===== src/rtl/zerosoc_pad_pkg.sv =====
// Shared types and defaults for the zerosoc padring config controller.
package zerosoc_pad_pkg;

   localparam int NGPIO_DEF  = 9;
   localparam int CFGW_DEF   = 8;
   localparam int SETTLE_DEF = 4;

   typedef enum logic [1:0] {
      SIDE_NO = 2'd0,
      SIDE_SO = 2'd1,
      SIDE_EA = 2'd2,
      SIDE_WE = 2'd3
   } side_e;

   typedef enum logic [2:0] {
      ST_IDLE    = 3'd0,
      ST_QUIESCE = 3'd1,
      ST_APPLY   = 3'd2,
      ST_RELEASE = 3'd3,
      ST_DONE    = 3'd4
   } state_e;

endpackage


===== src/rtl/pad_cfg_ctrl_if.sv =====
// Config write request handshake for pad_cfg_ctrl.
interface pad_cfg_ctrl_if
   import zerosoc_pad_pkg::*;
#(
   parameter int CFGW = CFGW_DEF
);
   logic            req_valid_i;
   logic            req_ready_o;
   logic [1:0]      req_side_i;
   logic [3:0]      req_pad_i;
   logic [CFGW-1:0] req_cfg_i;

   modport master (
      output req_valid_i, req_side_i, req_pad_i, req_cfg_i,
      input  req_ready_o
   );

   modport slave (
      input  req_valid_i, req_side_i, req_pad_i, req_cfg_i,
      output req_ready_o
   );
endinterface


===== src/rtl/pad_cfg_side.sv =====
// One padring side: shadow/live config, dirty flag and oen/ie override.
module pad_cfg_side
   import zerosoc_pad_pkg::*;
#(
   parameter int NGPIO = NGPIO_DEF,
   parameter int CFGW  = CFGW_DEF
) (
   input  logic                  clk_i,
   input  logic                  rst_i,
   input  logic                  i_wr,
   input  logic [3:0]            i_pad,
   input  logic [CFGW-1:0]       i_cfg,
   input  logic                  i_apply,
   input  logic                  i_force,
   input  logic [NGPIO-1:0]      i_oen,
   input  logic [NGPIO-1:0]      i_ie,
   output logic [NGPIO-1:0]      o_oen,
   output logic [NGPIO-1:0]      o_ie,
   output logic [NGPIO*CFGW-1:0] o_cfg,
   output logic                  o_dirty
);

   logic [NGPIO*CFGW-1:0] r_shadow;
   logic [NGPIO*CFGW-1:0] r_live;
   logic                  r_dirty;

   always_ff @(posedge clk_i) begin
      if (rst_i) begin
         r_shadow <= '0;
         r_live   <= '0;
         r_dirty  <= 1'b0;
      end else begin
         if (i_wr) begin
            for (int p = 0; p < NGPIO; p++) begin
               if (i_pad == 4'(p)) r_shadow[p*CFGW +: CFGW] <= i_cfg;
            end
            r_dirty <= 1'b1;
         end
         if (i_apply) begin
            r_live  <= r_shadow;
            r_dirty <= 1'b0;
         end
      end
   end

   assign o_oen   = i_force ? '1 : i_oen;
   assign o_ie    = i_force ? '0 : i_ie;
   assign o_cfg   = r_live;
   assign o_dirty = r_dirty;

endmodule


===== src/rtl/pad_cfg_ctrl.sv =====
// Padring config controller with quiesce/apply/release commit sequence.
// Optional readback port enabled by PAD_CFG_CTRL_READBACK_EN.
module pad_cfg_ctrl
   import zerosoc_pad_pkg::*;
#(
   parameter int NGPIO  = NGPIO_DEF,
   parameter int CFGW   = CFGW_DEF,
   parameter int SETTLE = SETTLE_DEF
) (
   input  logic                  clk_i,
   input  logic                  rst_i,
   pad_cfg_ctrl_if.slave         req,
   input  logic                  commit_i,
   output logic                  busy_o,
   output logic                  done_o,
   output logic                  err_o,
   input  logic [NGPIO-1:0]      no_oen_i,
   input  logic [NGPIO-1:0]      so_oen_i,
   input  logic [NGPIO-1:0]      ea_oen_i,
   input  logic [NGPIO-1:0]      we_oen_i,
   input  logic [NGPIO-1:0]      no_ie_i,
   input  logic [NGPIO-1:0]      so_ie_i,
   input  logic [NGPIO-1:0]      ea_ie_i,
   input  logic [NGPIO-1:0]      we_ie_i,
   output logic [NGPIO-1:0]      no_oen_o,
   output logic [NGPIO-1:0]      so_oen_o,
   output logic [NGPIO-1:0]      ea_oen_o,
   output logic [NGPIO-1:0]      we_oen_o,
   output logic [NGPIO-1:0]      no_ie_o,
   output logic [NGPIO-1:0]      so_ie_o,
   output logic [NGPIO-1:0]      ea_ie_o,
   output logic [NGPIO-1:0]      we_ie_o,
`ifdef PAD_CFG_CTRL_READBACK_EN
   input  logic [1:0]            rd_side_i,
   input  logic [3:0]            rd_pad_i,
   output logic [CFGW-1:0]       rd_cfg_o,
`endif
   output logic [NGPIO*CFGW-1:0] no_cfg_o,
   output logic [NGPIO*CFGW-1:0] so_cfg_o,
   output logic [NGPIO*CFGW-1:0] ea_cfg_o,
   output logic [NGPIO*CFGW-1:0] we_cfg_o
);

   localparam logic [3:0] CNT_INIT = 4'(SETTLE - 1);

   state_e     r_state, w_nxt;
   logic [3:0] r_cnt, w_cnt_nxt;
   logic [3:0] r_mask, w_mask_nxt;
   logic       r_err;
   logic       w_ready;
   logic       w_acc;
   logic       w_inrng;
   side_e      w_side;
   logic [3:0] w_wr;
   logic [3:0] w_dirty;
   logic       w_hold;

   logic [NGPIO-1:0]      w_oen_i [4];
   logic [NGPIO-1:0]      w_ie_i  [4];
   logic [NGPIO-1:0]      w_oen_o [4];
   logic [NGPIO-1:0]      w_ie_o  [4];
   logic [NGPIO*CFGW-1:0] w_cfg   [4];

   assign w_acc   = req.req_valid_i & w_ready;
   assign w_inrng = 32'(req.req_pad_i) < NGPIO;
   assign w_side  = side_e'(req.req_side_i);
   assign w_hold  = (r_state == ST_QUIESCE) | (r_state == ST_APPLY) |
                    (r_state == ST_RELEASE);

   always_ff @(posedge clk_i) begin
      if (rst_i) begin
         r_state <= ST_IDLE;
         r_cnt   <= '0;
         r_mask  <= '0;
         r_err   <= 1'b0;
      end else begin
         r_state <= w_nxt;
         r_cnt   <= w_cnt_nxt;
         r_mask  <= w_mask_nxt;
         if (w_acc && !w_inrng) r_err <= 1'b1;
      end
   end

   // A write accepted in the commit cycle joins the mask
   always_comb begin
      w_nxt      = r_state;
      w_cnt_nxt  = r_cnt;
      w_mask_nxt = r_mask;
      w_ready    = 1'b0;
      busy_o     = 1'b1;
      done_o     = 1'b0;
      unique case (r_state)
         ST_IDLE: begin
            w_ready = 1'b1;
            busy_o  = 1'b0;
            if (commit_i) begin
               if (|(w_dirty | w_wr)) begin
                  w_mask_nxt = w_dirty | w_wr;
                  w_cnt_nxt  = CNT_INIT;
                  w_nxt      = ST_QUIESCE;
               end else begin
                  w_nxt = ST_DONE;
               end
            end
         end
         ST_QUIESCE: begin
            if (r_cnt == '0) w_nxt = ST_APPLY;
            else w_cnt_nxt = r_cnt - 4'd1;
         end
         ST_APPLY: begin
            w_cnt_nxt = CNT_INIT;
            w_nxt     = ST_RELEASE;
         end
         ST_RELEASE: begin
            if (r_cnt == '0) w_nxt = ST_DONE;
            else w_cnt_nxt = r_cnt - 4'd1;
         end
         ST_DONE: begin
            done_o = 1'b1;
            w_nxt  = ST_IDLE;
         end
         default: w_nxt = ST_IDLE;
      endcase
   end

   assign req.req_ready_o = w_ready;
   assign err_o           = r_err;

   assign w_oen_i[SIDE_NO] = no_oen_i;
   assign w_oen_i[SIDE_SO] = so_oen_i;
   assign w_oen_i[SIDE_EA] = ea_oen_i;
   assign w_oen_i[SIDE_WE] = we_oen_i;
   assign w_ie_i[SIDE_NO]  = no_ie_i;
   assign w_ie_i[SIDE_SO]  = so_ie_i;
   assign w_ie_i[SIDE_EA]  = ea_ie_i;
   assign w_ie_i[SIDE_WE]  = we_ie_i;

   for (genvar s = 0; s < 4; s++) begin : g_side
      assign w_wr[s] = w_acc & w_inrng & (w_side == side_e'(s));
      pad_cfg_side #(
         .NGPIO (NGPIO),
         .CFGW  (CFGW)
      ) u_side (
         .clk_i   (clk_i),
         .rst_i   (rst_i),
         .i_wr    (w_wr[s]),
         .i_pad   (req.req_pad_i),
         .i_cfg   (req.req_cfg_i),
         .i_apply (r_mask[s] & (r_state == ST_APPLY)),
         .i_force (r_mask[s] & w_hold),
         .i_oen   (w_oen_i[s]),
         .i_ie    (w_ie_i[s]),
         .o_oen   (w_oen_o[s]),
         .o_ie    (w_ie_o[s]),
         .o_cfg   (w_cfg[s]),
         .o_dirty (w_dirty[s])
      );
   end

   assign no_oen_o = w_oen_o[SIDE_NO];
   assign so_oen_o = w_oen_o[SIDE_SO];
   assign ea_oen_o = w_oen_o[SIDE_EA];
   assign we_oen_o = w_oen_o[SIDE_WE];
   assign no_ie_o  = w_ie_o[SIDE_NO];
   assign so_ie_o  = w_ie_o[SIDE_SO];
   assign ea_ie_o  = w_ie_o[SIDE_EA];
   assign we_ie_o  = w_ie_o[SIDE_WE];
   assign no_cfg_o = w_cfg[SIDE_NO];
   assign so_cfg_o = w_cfg[SIDE_SO];
   assign ea_cfg_o = w_cfg[SIDE_EA];
   assign we_cfg_o = w_cfg[SIDE_WE];

`ifdef PAD_CFG_CTRL_READBACK_EN
   logic [CFGW-1:0] r_rd_cfg;
   logic [CFGW-1:0] w_rd_sel;

   always_comb begin
      w_rd_sel = '0;
      for (int p = 0; p < NGPIO; p++) begin
         if (rd_pad_i == 4'(p)) w_rd_sel = w_cfg[rd_side_i][p*CFGW +: CFGW];
      end
   end

   always_ff @(posedge clk_i) begin
      if (rst_i) r_rd_cfg <= '0;
      else r_rd_cfg <= w_rd_sel;
   end

   assign rd_cfg_o = r_rd_cfg;
`endif

endmodule


===== src/flat_wrapper.sv =====
// flat-port wrapper written by rule: the top's interface ports become plain ports
module pad_cfg_ctrl_flat import zerosoc_pad_pkg::*;
#(
   parameter int NGPIO  = NGPIO_DEF,
   parameter int CFGW   = CFGW_DEF,
   parameter int SETTLE = SETTLE_DEF
)
  (clk_i, rst_i, commit_i, busy_o, done_o, err_o, no_oen_i, so_oen_i, ea_oen_i, we_oen_i, no_ie_i, so_ie_i, ea_ie_i, we_ie_i, no_oen_o, so_oen_o, ea_oen_o, we_oen_o, no_ie_o, so_ie_o, ea_ie_o, we_ie_o, no_cfg_o, so_cfg_o, ea_cfg_o, we_cfg_o, req_req_valid_i, req_req_side_i, req_req_pad_i, req_req_cfg_i, req_req_ready_o);
  pad_cfg_ctrl_if #(.CFGW(CFGW)) req_i ();
  input  logic clk_i;
  input  logic rst_i;
  input  logic commit_i;
  output logic busy_o;
  output logic done_o;
  output logic err_o;
  input  logic [NGPIO-1:0] no_oen_i;
  input  logic [NGPIO-1:0] so_oen_i;
  input  logic [NGPIO-1:0] ea_oen_i;
  input  logic [NGPIO-1:0] we_oen_i;
  input  logic [NGPIO-1:0] no_ie_i;
  input  logic [NGPIO-1:0] so_ie_i;
  input  logic [NGPIO-1:0] ea_ie_i;
  input  logic [NGPIO-1:0] we_ie_i;
  output logic [NGPIO-1:0] no_oen_o;
  output logic [NGPIO-1:0] so_oen_o;
  output logic [NGPIO-1:0] ea_oen_o;
  output logic [NGPIO-1:0] we_oen_o;
  output logic [NGPIO-1:0] no_ie_o;
  output logic [NGPIO-1:0] so_ie_o;
  output logic [NGPIO-1:0] ea_ie_o;
  output logic [NGPIO-1:0] we_ie_o;
  output logic [NGPIO*CFGW-1:0] no_cfg_o;
  output logic [NGPIO*CFGW-1:0] so_cfg_o;
  output logic [NGPIO*CFGW-1:0] ea_cfg_o;
  output logic [NGPIO*CFGW-1:0] we_cfg_o;
  input wire logic [$bits(req_i.req_valid_i)-1:0] req_req_valid_i;
  input wire logic [$bits(req_i.req_side_i)-1:0] req_req_side_i;
  input wire logic [$bits(req_i.req_pad_i)-1:0] req_req_pad_i;
  input wire logic [$bits(req_i.req_cfg_i)-1:0] req_req_cfg_i;
  output wire logic [$bits(req_i.req_ready_o)-1:0] req_req_ready_o;
  assign req_i.req_valid_i = req_req_valid_i;
  assign req_i.req_side_i = req_req_side_i;
  assign req_i.req_pad_i = req_req_pad_i;
  assign req_i.req_cfg_i = req_req_cfg_i;
  assign req_req_ready_o = req_i.req_ready_o;
  pad_cfg_ctrl #(.NGPIO(NGPIO), .CFGW(CFGW), .SETTLE(SETTLE)) u_core (.clk_i(clk_i), .rst_i(rst_i), .req(req_i), .commit_i(commit_i), .busy_o(busy_o), .done_o(done_o), .err_o(err_o), .no_oen_i(no_oen_i), .so_oen_i(so_oen_i), .ea_oen_i(ea_oen_i), .we_oen_i(we_oen_i), .no_ie_i(no_ie_i), .so_ie_i(so_ie_i), .ea_ie_i(ea_ie_i), .we_ie_i(we_ie_i), .no_oen_o(no_oen_o), .so_oen_o(so_oen_o), .ea_oen_o(ea_oen_o), .we_oen_o(we_oen_o), .no_ie_o(no_ie_o), .so_ie_o(so_ie_o), .ea_ie_o(ea_ie_o), .we_ie_o(we_ie_o), .no_cfg_o(no_cfg_o), .so_cfg_o(so_cfg_o), .ea_cfg_o(ea_cfg_o), .we_cfg_o(we_cfg_o));
endmodule

===== config.mk =====
export PLATFORM = sky130hd
export DESIGN_NAME = pad_cfg_ctrl_flat
export DESIGN_NICKNAME = d
export VERILOG_FILES = /design/src/rtl/zerosoc_pad_pkg.sv /design/src/rtl/pad_cfg_ctrl_if.sv /design/src/rtl/pad_cfg_side.sv /design/src/rtl/pad_cfg_ctrl.sv /design/src/flat_wrapper.sv
export SDC_FILE = /design/constraint.sdc
export NUM_CORES = 1
export LEC_CHECK = 0
export CORE_ASPECT_RATIO = 1.1
export CORE_MARGIN = 4
export CORE_UTILIZATION = 46
export CTS_CLUSTER_SIZE = 28
export DETAILED_ROUTE_END_ITERATION = 16
export PLACE_DENSITY = 0.76
export SLEW_MARGIN = 30
export SYNTH_ARGS = -nofsm -noshare
export SYNTH_HDL_FRONTEND = slang
export SYNTH_SLANG_ARGS = --single-unit

===== constraint.sdc =====
create_clock -name clk_i -period 2 [get_ports clk_i]
set_input_delay 0.4 -clock clk_i [delete_from_list [all_inputs] [get_ports clk_i]]
set_output_delay 0.4 -clock clk_i [all_outputs]
set_load 0.01 [all_outputs]

==> out/qor.yml <==
status: "finished with violations"
failed_checks: "negative setup slack"
synthAdderAreaFrac_pct: 0.1160
cp-startpoint: "u_core.r_state[0]"
nFillCells: 3522
drt_iter0_drc: 1083
wl_per_cell_um: 19.28
grt_pass1_wl_mm: 99.31
synthXorXnorAreaFrac_pct: 0.04059
async_flop_share_pct: 0
synth_seq_cells: 592
wirelength_mm: 68.14
rows: 82
finalSetupViolCount: 200
synth_top_family_by_area: "simple AND/OR/NAND/NOR gates"
drc: 0
synth_simple_gate_area_share_pct: 20.34
fin_hold_ws_ns: 0.1591
r2r_slack_ns: -0.13
m1WireLength_mm: 27.51
required_ns: 1.60
ant_nets: 0
cts.path.max_buffers: 3
wl_met2_mm: 33.99
grt_pass1_vias: 17990
end_kind: "output port"
synth_mux_area_share_pct: 13.36
die_w_um: 214.5
port_buffers: 453
dp_slack_ns: -0.5599
wl_met3_mm: 4.237
rsz0062_at_grt: "true"
setup_slack_ns: -0.2864
cts_tree: "built"
synth_top_area_share_pct: 54.93
critPathMaxFanout: 7
dpl.hpwl_mm: 42.45
skew_ns: 0.008726
synth_compound_area_share_pct: 7.393
p_leak_nw: 12.66
firstDrtPassIters: 5
gp_congestion: 0.8657
synth_area_leaders: "dfxtp_1 55%, mux2i_1 13%, nand2_1 10%"
endpoint: "so_oen_o[6]"
synth_seq_area_share_pct: 54.93
synth_top_cell_by_area: "dfxtp_1"
hold_viol_final: 0
pwr-share-seq_pct: 46.5
r2r_end: "u_core.g_side[0].u_side.r_shadow[62]"
areaGrowthSynthToFinish_pct: 42.10
worst_slew_pin_slew_ns: 0.6085
start_util_pct: 46.94
hp-class: "in -> reg"
switching_share_pct: 24.20
p_per_area_nw_per_um2: 842.5
placed_area_sq_um: 27690
die_h_um: 235.2
synth_warnings: 0
hold_buffers: 0
cp.arrival_ns: 1.89
synth_area_per_cell_sq_um: 8.931
numCtsBuffers: 57
nets: 2988
slew_viol_final: 0
synth_edf_count: 0
vias: 18670
vias_per_cell: 5.284
tns_ns: -23.09
ys.flop_type: "dfxtp_1"
netSwitchingPower_mw: 6.252
gr-total-overflow: 0
grt_max_degree: 101
final_area_sq_um: 30660
p_clk_share_pct: 42.0
synth_cell_types: 41
worstRegToRegCells: 6
fin_crit_sh_pct: 114.3
drive_gt1_share_pct: 15.62
routed.top_layer: "met5"
worstSetupStartpointType: "register"
syn_inst: 2416
clock_latency_ns: 0.61
r2r_start: "u_core.r_state[0]"
maxSlewHeadroom_pct: 59.33
p_int_mw: 19.58
ir_worst_vdd_mv: 0.7141
clockRootBuffer: "clkbuf_16"
path_clk_slew_ns: 0.06
core_area_sq_um: 45960
die_area_sq_um: 50440
min_period_ns: 2.286
syn_area_sq_um: 21580
grt_antenna_before_repair: 6
clock_sinks: 592
gr-usage-all-layers_pct: 24.15
critical_path_class: "reg -> out"
pwr-share-comb_pct: 11.5
drv_cap: 0
ios: 454
htree_levels: 2
fmaxAchievable_ghz: 0.4374
synthesis.nets: 2508
==> cells in the mapped netlist, drive strengths merged (5+ instances only) <==
cell / number
dfxtp: 592
nand2: 586
a21oi: 296
nor2: 296
mux2i: 288
clkbuf: 124
buf: 64
and2: 42
nand2b: 38
nand3: 24
and4: 9
nor3: 9
inv: 5
nor4b: 5
==> power groups by stage <==
stage	Combinational (mW)	Sequential, mW	Clock [mW]
global placement	2.21	12.2	0
floorplan	1.11	12.2	0
global route	3.13	12.0	11.5
finish	2.97	12.0	10.9
detailed placement	2.27	12.2	0
CTS	2.28	12.0	11.0
==> how the worst min path moves through the flow <==
| stage | start | end | slack, ns | cells past startpoint |
|---|---|---|---|---|
| 6_report | rst_i | u_core.g_side[2].u_side.r_shadow[15] | 0.16 | 2 |
| 5_1_grt | rst_i | u_core.g_side[2].u_side.r_shadow[10] | 0.15 | 2 |
| 4_1_cts | rst_i | u_core.g_side[2].u_side.r_shadow[15] | 0.13 | 2 |
| 3_5_place_dp | u_core.g_side[1].u_side.r_shadow[41] | u_core.g_side[1].u_side.o_cfg[41] | 0.44 | 2 |
| 3_3_place_gp | u_core.g_side[3].u_side.r_shadow[8] | u_core.g_side[3].u_side.o_cfg[8] | 0.44 | 2 |
| 2_1_floorplan | u_core.g_side[1].u_side.r_shadow[56] | u_core.g_side[1].u_side.o_cfg[56] | 0.43 | 2 |
==> registers in the layout, indices dropped and copies added, names as in the netlist <==
register / count
u_core.g_side.u_side.o_cfg: 288
u_core.r_cnt: 4
u_core.r_state: 3
u_core.r_mask: 4
u_core.err_o: 1
u_core.g_side.u_side.o_dirty: 4
u_core.g_side.u_side.r_shadow: 288
==> worst max-delay path, stage by stage, from the launching register on <==
cell,delay (ns)
dfxtp_4,0.37
nor2_4,0.04
nor2_4,0.14
buf_12,0.16
nand2_8,0.07
buf_12,0.16
buf_12,0.14
nand2b_4,0.08
buf_6,0.10
==> through the flow <==
step	power, mW	instances	utilization (%)
global route	26.62	3534	66.71
global placement	14.43	3388	60.24
finish	25.83	3534	66.71
floorplan	13.30	2416	-
detailed placement	14.50	3388	60.24
CTS	25.29	3503	64.05
==> timing repair <==
| action | 4_1_cts | 5_1_grt |
|---|---|---|
| setup endpoints to repair | 98 | 255 |
| resized for setup | 341 | 168 |
| pin swaps | 3 | 46 |
| cloned | 1 | 14 |
| buffers inserted | 6 | 17 |
==> cells in the final DEF, fill, tap and decap left out, types with 7 or more instances in the layout <==
| master | count |
|---|---|
| nand2b_1 | 13 |
| clkbuf_8 | 12 |
| nand3_4 | 11 |
| buf_12 | 62 |
| clkinv_2 | 15 |
| nand2_1 | 578 |
| dfxtp_1 | 589 |
| mux2i_1 | 281 |
| clkbuf_16 | 70 |
| mux2i_2 | 7 |
| dlymetal6s2s_1 | 11 |
| buf_6 | 59 |
| nand3_2 | 13 |
| clkdlybuf4s50_1 | 349 |
| and2_4 | 23 |
| nand2b_4 | 25 |
| a21oi_1 | 296 |
| dlygate4sd2_1 | 9 |
| buf_2 | 36 |
| and4_4 | 9 |
| and2_1 | 18 |
| buf_4 | 66 |
| nor2_1 | 294 |
| nor3_1 | 7 |
| clkbuf_1 | 10 |
==> final cells by class <==
| type | count | area [sq um] | share of cell area, % |
|---|---|---|---|
| flip-flops and latches | 592 | 11860 | 38.67 |
| multi-input cells | 1631 | 9473 | 30.89 |
| repair buffers | 609 | 6656 | 21.71 |
| clock buffers | 81 | 1679 | 5.476 |
| well taps | 588 | 735.7 | 2.399 |
| clock inverters | 27 | 239.0 | 0.7794 |
| inverters | 5 | 18.77 | 0.06121 |
| diodes | 1 | 2.502 | 0.008161 |
==> metal layers <==
| layer | global-route usage, % | vias up |
|---|---|---|
| met1 | 29.02 | 8999 |
| li1 | - | 8863 |
| met2 | 42.75 | 644 |
| met4 | 7.880 | 8 |
| met3 | 5.628 | 158 |
| met5 | 0 | - |
==> cell families after synthesis <==
family / Yosys count
AO/OA/AOI/OAI: 311
XOR/XNOR: 1
adder cells (fa/ha/maj): 2
buffers and inverters: 193
flip-flops: 592
multiplexers: 288
AND/OR/NAND/NOR: 1029
Note: power is estimated with default switching activity, not from simulation.
